**config.mk**
```make
export PLATFORM = sky130hd
export DESIGN_NAME = branch_resolve_ctrl
export DESIGN_NICKNAME = d
export VERILOG_FILES = /design/src/rtl/riscv_branch_pkg.sv /design/src/rtl/zero_detect.sv /design/src/rtl/branch_resolve_ctrl.sv
export SDC_FILE = /design/constraint.sdc
export NUM_CORES = 1
export LEC_CHECK = 0
export ABC_AREA = 1
export CAP_MARGIN = 20
export CORE_MARGIN = 5
export CORE_UTILIZATION = 51
export DETAILED_ROUTE_END_ITERATION = 7
export GPL_ROUTABILITY_DRIVEN = 0
export GPL_TIMING_DRIVEN = 0
export PLACE_DENSITY = 0.82
export SKIP_CTS_REPAIR_TIMING = 1
export SLEW_MARGIN = 20
export SYNTH_ARGS = -nofsm -noshare
export SYNTH_HDL_FRONTEND = slang
export SYNTH_SLANG_ARGS = --single-unit
```
**constraint.sdc**
```tcl
create_clock -name clk -period 3.5 [get_ports clk]
set_clock_uncertainty 0.1 [all_clocks]
set_input_delay 0.7 -clock clk [delete_from_list [all_inputs] [get_ports clk]]
set_output_delay 0.7 -clock clk [all_outputs]
set_load 0.05 [all_outputs]
```
**src/rtl/riscv_branch_pkg.sv**
```systemverilog
// riscv_branch_pkg: RV32I branch funct3 encodings, resolver FSM states and funct3 legality helper.
package riscv_branch_pkg;
   localparam logic [2:0] F3_BEQ  = 3'b000;
   localparam logic [2:0] F3_BNE  = 3'b001;
   localparam logic [2:0] F3_BLT  = 3'b100;
   localparam logic [2:0] F3_BGE  = 3'b101;
   localparam logic [2:0] F3_BLTU = 3'b110;
   localparam logic [2:0] F3_BGEU = 3'b111;
   typedef enum logic [1:0] {IDLE, EVAL, FLUSH} br_state_t;
   function automatic logic is_illegal_f3(input logic [2:0] f3);
      return f3[2:1] == 2'b01;
   endfunction
endpackage

```
**src/rtl/zero_detect.sv**
```systemverilog
// zero_detect: flags an all-zero W-bit vector.
module zero_detect #(
   parameter int W = 32
) (
   input  logic [W-1:0] a,
   output logic         z
);
   assign z = ~|a;
endmodule

```
**src/rtl/branch_resolve_ctrl.sv**
```systemverilog
// branch_resolve_ctrl: resolves RV32I conditional branches, emits redirect/flush/illegal pulses.
// Optional saturating statistics counters are built only when BRANCH_STATS_EN is defined.
module branch_resolve_ctrl #(
   parameter int XLEN         = 32,
   parameter int FLUSH_CYCLES = 2
) (
   input  logic            clk,
   input  logic            rst,
   input  logic            br_valid,
   output logic            br_ready,
   input  logic [2:0]      br_funct3,
   input  logic [XLEN-1:0] br_rs1,
   input  logic [XLEN-1:0] br_rs2,
   input  logic [XLEN-1:0] br_pc,
   input  logic [XLEN-1:0] br_imm,
   input  logic            stall_in,
   output logic            redirect_valid,
   output logic [XLEN-1:0] redirect_pc,
   output logic            flush,
   output logic            illegal_br,
   output logic [31:0]     stat_branches,
   output logic [31:0]     stat_taken
);
   import riscv_branch_pkg::*;
   // The redirect cycle already counts as the first flush cycle, so FLUSH holds one fewer.
   localparam logic [2:0] FLUSH_LOAD = 3'(FLUSH_CYCLES - 1);
   br_state_t       state;
   logic [2:0]      f3_q, cnt;
   logic [XLEN-1:0] rs1_q, rs2_q, pc_q, imm_q;
   logic [XLEN:0]   diff;
   logic            z, borrow, lt, taken, exit_eval;
   assign diff   = {1'b0, rs1_q} - {1'b0, rs2_q};
   assign borrow = diff[XLEN];
   // Signed less-than: differing signs decide directly, otherwise the unsigned borrow does.
   assign lt     = (rs1_q[XLEN-1] ^ rs2_q[XLEN-1]) ? rs1_q[XLEN-1] : borrow;
   zero_detect #(.W(XLEN)) u_zero_detect (.a(diff[XLEN-1:0]), .z(z));
   always_comb begin
      taken = f3_q == F3_BEQ  ? z       :
              f3_q == F3_BNE  ? !z      :
              f3_q == F3_BLT  ? lt      :
              f3_q == F3_BGE  ? !lt     :
              f3_q == F3_BLTU ? borrow  :
              f3_q == F3_BGEU ? !borrow : 1'b0;
   end
   assign br_ready       = state == IDLE && !stall_in;
   assign exit_eval      = state == EVAL && !stall_in && !rst;
   assign redirect_valid = exit_eval && taken;
   assign illegal_br     = exit_eval && is_illegal_f3(f3_q);
   assign flush          = state == FLUSH || redirect_valid;
   assign redirect_pc    = pc_q + imm_q;
   always_ff @(posedge clk) begin
      if (rst) begin
         state <= IDLE;
         cnt   <= '0;
         f3_q  <= '0;
         rs1_q <= '0;
         rs2_q <= '0;
         pc_q  <= '0;
         imm_q <= '0;
      end else if (!stall_in) begin
         case (state)
            IDLE: if (br_valid) begin
               f3_q  <= br_funct3;
               rs1_q <= br_rs1;
               rs2_q <= br_rs2;
               pc_q  <= br_pc;
               imm_q <= br_imm;
               state <= EVAL;
            end
            EVAL: begin
               cnt   <= FLUSH_LOAD;
               state <= (taken && FLUSH_CYCLES > 1) ? FLUSH : IDLE;
            end
            FLUSH: begin
               cnt <= cnt - 3'd1;
               if (cnt <= 3'd1) state <= IDLE;
            end
            default: state <= IDLE;
         endcase
      end
   end
`ifdef BRANCH_STATS_EN
   always_ff @(posedge clk) begin
      if (rst) begin
         stat_branches <= '0;
         stat_taken    <= '0;
      end else begin
         if (exit_eval && stat_branches != '1) stat_branches <= stat_branches + 32'd1;
         if (redirect_valid && stat_taken != '1) stat_taken <= stat_taken + 32'd1;
      end
   end
`else
   assign stat_branches = '0;
   assign stat_taken    = '0;
`endif
endmodule

```
======== After elaboration in Yosys (flattened, before gate mapping) ========
Cells that the tools add are included.
Widths: inputs -> output; s select.
operators by class
  eq/ne operators ......................... 10
  reduce and logical (&&, ||, !) cells .... 18
  order comparisons ....................... 1
  add/sub/neg operators ................... 3
  bitwise logic cells ..................... 2
  multiplexer cells ....................... 12
operator list
  cell                 number
  $sub 32x32->33       1
  $add 32x32->32       1
  $reduce_or 32->1     1
  $eq 3x3->1 const B   4
  $mux 1               7
  $mux 2               3
  $pmux 2 s3           1
  $pmux 3 s2           1
  $reduce_and 3->1     2
  $logic_and 1x1->1    5
  $logic_not 1->1      5
  $eq 2x1->1 const B   2
  $eq 3x1->1 const B   1
  $le 3x1->1 const B   1
  $logic_not 3->1      1
  $sub 3x1->3 const B  1
  $eq 2x2->1 const B   1
  $logic_not 2->1      1
  $ne 2x1->1 const B   1
  $ne 2x2->1 const B   1
  $reduce_and 2->1     1
  $reduce_bool 2->1    1
  $logic_or 1x1->1     1
  $not 1->1            1
  $xor 1x1->1          1
word-level totals
  input bits .............................. 135
  output and inout bits ................... 100
  register bits after elaboration ......... 136
  word-level logic and storage cells ...... 53

======== Logic depth before layout (Yosys ltp) ========
  depth in word-level cells ............... 10
  depth in mapped cells ................... 22
  mapped depth without buffers ............ 22

======== Hierarchy ========
A second synthesis with hierarchy kept.
second synthesis, totals
  cells, all modules ...................... 1284
  area, all modules ....................... 8939.8 sq um
modules (own cells, without submodules)
  module               area an instance (sq um)  instances  cells an instance  sequential area each (sq um)
  branch_resolve_ctrl  8823.5                    1          1253               2722.6
  zero_detect          116.4                     1          31                 0.0

======== Worst setup path before layout ========
Ideal clock, no wire load.
  kind .................................... reg-to-output
  start ................................... register pc_q[0]
  end ..................................... output redirect_pc[22]
  buffers on the path ..................... 0
  cell stages (with the launch flop) ...... 12
  arrival time ............................ 2.732 ns
  path slack .............................. -0.032 ns
  required time ........................... 2.700 ns
  cell sequence ........................... dfxtp_1 ha_1 inv_1 fa_1 o21ai_2 a21boi_2 o21ai_2 a21oi_1 o21ai_1 a21boi_0 o21ai_1 xor2_1
on the way
  word-level cells in the longest chain between the ends .. 1
RTL lines
  what                      line                       source
  start: declaration        branch_resolve_ctrl.sv:29  logic [XLEN-1:0] rs1_q, rs2_q, pc_q, imm_q;
  start signal: assignment  branch_resolve_ctrl.sv:66  pc_q <= br_pc;
  $add 32x32->32            branch_resolve_ctrl.sv:50  assign redirect_pc = pc_q + imm_q;
  end: declaration          branch_resolve_ctrl.sv:18  output logic [XLEN-1:0] redirect_pc,
No other way between the ends.

======== Final worst setup path ========
  start ................................... register rs1_q[0]
  end ..................................... output flush
on the way
  word-level cells in the longest chain between the ends .. 10
  elaborated cells between the ends (all ways) .. 14
  classes of those cells .................. add/sub (1); mux (7); reduce/logical (6)
RTL lines
  what                      line                       source
  start: declaration        branch_resolve_ctrl.sv:29
  start signal: assignment  branch_resolve_ctrl.sv:64  rs1_q <= br_rs1;
  $sub 32x32->33 (*)        branch_resolve_ctrl.sv:32  assign diff = {1'b0, rs1_q} - {1'b0, rs2_q};
  $logic_not 1->1           branch_resolve_ctrl.sv:43  f3_q == F3_BGEU ? !borrow : 1'b0;
  $mux 1                    branch_resolve_ctrl.sv:43
  $mux 1                    branch_resolve_ctrl.sv:42  f3_q == F3_BLTU ? borrow :
  $mux 1                    branch_resolve_ctrl.sv:41  f3_q == F3_BGE ? !lt :
  $mux 1                    branch_resolve_ctrl.sv:40  f3_q == F3_BLT ? lt :
  $mux 1                    branch_resolve_ctrl.sv:39  f3_q == F3_BNE ? !z :
  $mux 1 (*)                branch_resolve_ctrl.sv:38  taken = f3_q == F3_BEQ ? z :
  $logic_and 1x1->1 (*)     branch_resolve_ctrl.sv:47  assign redirect_valid = exit_eval && taken;
  $logic_or 1x1->1 (*)      branch_resolve_ctrl.sv:49  assign flush = state == FLUSH || redirect_valid;
  end: declaration          branch_resolve_ctrl.sv:19  output logic flush,
Mark *: on every way between the ends. The rest lies on a longest branch, timed or not.

==> metrics.md <==
| Metric | Value |
|---|---|
| Seq/Total Area, Yosys | `0.277` |
| Total Routing Usage GR | `0.260` |
| Commonest non-fill, non-tap cell in the layout | `nand2_1` |
| Cell area after layout | `14100 µm²` |
| Commonest non-fill, non-tap cells in the layout | `nand2_1 (451), inv_1 (210), a21oi_1 (155)` |
| Vias in the first global route | `~10000` |
| Hold Crit Class | `reg -> reg` |
| Detail Route Antenna Nets | `0` |
| Max Freq | `between 0.2 and 0.3 GHz` |
| Mux contribution to synthesized area | `0` |
| Maximum root-to-sink buffer count | `2` |
| Worst-skew pair later-pin latency | `440 ps` |
| Post-route setup TNS | `-1460 ps` |
| Status | `finished with violations` |
| Full die area | `about 22000 µm²` |
| CTS clk-pin slew, worst paths | `~60 ps` |
| Max-cap violations | `0` |
| Drt via density | `5.23` |
| P per Cell Area | `414 nW/µm²` |
| Synth area leaders | `dfxtp_1 (28%), nand2_1 (20%), inv_1 (9.1%)` |
| Mapped Area | `9820 µm²` |
| CP Class | `reg -> out` |
| Top FF cell, synth | `dfxtp_1` |
| WL final | `about 34 mm` |
| Chip height | `149 µm` |
| RSZ-0062 raised after global routing | `yes` |
| Fin nets | `2038` |
| Yosys reg bits | `136` |
| TritonCTS Buffers | `17` |
| Via count | `11023` |
| Area of the multi-input gates | `6950 µm²` |
| Startpoint types | `flop` |
| Main combinational cell family by area after synthesis | `simple AND/OR/NAND/NOR gates` |
| Initial DRC Count | `929` |
| XOR/XNOR Fraction of Synth Area | `0.0312` |
| Global-route wire length before repair | `46.7 mm` |
| CP endpoint kind | `output port` |
| Synth Area in Adders | `0.0874` |
| Post-place setup slack | `-590 ps` |
| Yosys warns | `0` |
| Tightest Pin Transition | `738 ps` |
| Drt wl/cell | `16.0 µm` |
| Number of synthesized flops with an enable pin | `0` |
| Avg Cell Area, Syn | `6.31 µm²` |
| Tmin final | `3750 ps` |
| Hold violation count in the final report | `0` |
| Clk sink count | `136` |
| Root Buffer | `clkbuf_16` |
| Initial core utilization | `0.521` |
| Hold_ws | `about 360 ps` |
| Synth area leader | `dfxtp_1` |
| Worst vdd ir | `353 µV` |
| Hold Crit Depth | `2` |
| CTS tree | `yes` |
| Fin worst setup slack | `-253 ps` |
| Worst endpoint data arrival time | `2950 ps` |
| Row Count | `50` |
| Core Util, Final | `0.750` |
| Final setup fails | `10` |
| Post-DP HPWL | `between 20 and 25 mm` |
| Drc violations | `1` |
| Layout cells sized above 1 | `0.233` |
| Grt ovf | `0` |
| Fraction of registers with async set/reset | `0` |
| Mapped Cells | `roughly 1600` |
| Area growth from synthesis to layout | `43.8%` |
| Pre-antenna DRT Iters | `8` |
| Tcrit/Tclk final | `1.07` |
| Initial antenna violation count | `0` |
| Filler cells | `1327` |
| Width of the die | `149 µm` |
| H-tree depth | `4` |
| Io pins | `235` |
| CP Data Required Time | `2700 ps` |
| Distinct cells, synth | `44` |
| Failing checks | `DRC, setup timing` |
| Complex-gate fraction of the synthesized area | `0.149` |
| Synth top area share | `0.277` |
| Port buffer count | `169` |
| Crit path max fanout | `4` |
| Worst reg2reg path depth | `9` |
| Largest net degree at the start of global routing | `17` |
| Slew Limit Fails | `0` |
| Max-slew headroom | `0.508` |
| Static leakage | `between 6 and 7 nW` |
| Storage cell area | `~2800 µm²` |
| Simple-gate area share of the yosys netlist | `0.294` |
| N_diodes | `0` |
| Core ar. | `18800 µm²` |
| Placed Area | `12100 µm²` |
cells in the mapped netlist (14+ instances only):
cell type,count
xor2_1,22
nand2_2,18
nor2_1,66
a21oi_1,178
buf_4,65
o21ai_0,47
ha_1,67
nand3_1,39
nand2_1,518
nand4_1,14
clkbuf_1,41
inv_1,239
dfxtp_1,136
worst max-delay path, cell delays in order, from the launching register on:
cell and delay (ps):
dfxtp_1 310, inv_1 50, ha_1 190, inv_1 120, nand2_1 90, nand2_2 120, nand2_1 110, nand2_2 120
nand2_2 90, nand2_2 110, nand2_1 90, nand4_1 90, nand2_1 70, nor2_1 110, nand2_1 100, nor2_2 130
nand3_1 90, nand2_1 80, nand3_2 100, nand2_2 110, nand2_2 70, buf_8 150
power by group:
part / switching, mW / internal [mW] / leakage [nW]
combinational: 1.40 / 0.827 / 5.42
clock: 0.763 / 1.15 / 0.291
sequential: 0.0615 / 1.64 / 1.12
total: 2.23 / 3.61 / 6.83
per-stage QoR:
stage	power, mW	std cells
2_1_floorplan	3.00	1619
4_1_cts	5.38	2079
6_report	5.84	2107
3_5_place_dp	3.50	2048
3_3_place_gp	3.47	2048
5_1_grt	6.09	2107
worst paths after layout:
path	start	endpoint	slack (ps)
worst min-delay path	rs2_q[28]$_SDFFE_PP0P_	rs2_q[28]$_SDFFE_PP0P_	360
worst max register to register	state[0]$_SDFFE_PP0P_	imm_q[0]$_SDFFE_PP0P_	760
worst max-delay path	rs1_q[0]$_SDFFE_PP0P_	flush	-250
worst min register to register	rs2_q[28]$_SDFFE_PP0P_	rs2_q[28]$_SDFFE_PP0P_	360
registers in the layout, indices dropped and copies added, names as in the netlist:
register and count:
imm_q 32, pc_q 32, rs1_q 32, rs2_q 32, cnt 3, f3_q 3, state 2
metal layers:
| layer | wire length (µm) | GRT usage | part of all wire |
|---|---|---|---|
| met1 | 12400 | 0.287 | 0.37 |
| met2 | 17000 | 0.476 | 0.50 |
| met3 | 2840 | 0.0614 | 0.084 |
| met4 | 1610 | 0.107 | 0.048 |
| met5 | 0 | 0 | 0 |
final cells by class:
class / instances / area share
repair buffers: 197 / 0.135
multi-input cells: 1129 / 0.492
clock inverters: 12 / 0.0118
inverters: 247 / 0.0657
flip-flops and latches: 136 / 0.195
plain buffers: 107 / 0.0458
clock buffers: 19 / 0.0314
well taps: 260 / 0.0230
cell families after synthesis:
| kind of cell | Yosys count |
|---|---|
| flops | 136 |
| xor+xnor | 35 |
| fa+ha+maj | 68 |
| other cells | 1 |
| buf+inv | 354 |
| compound gates | 269 |
| simple gates | 693 |
No activity file was read; power rests on OpenSTA's default activity.
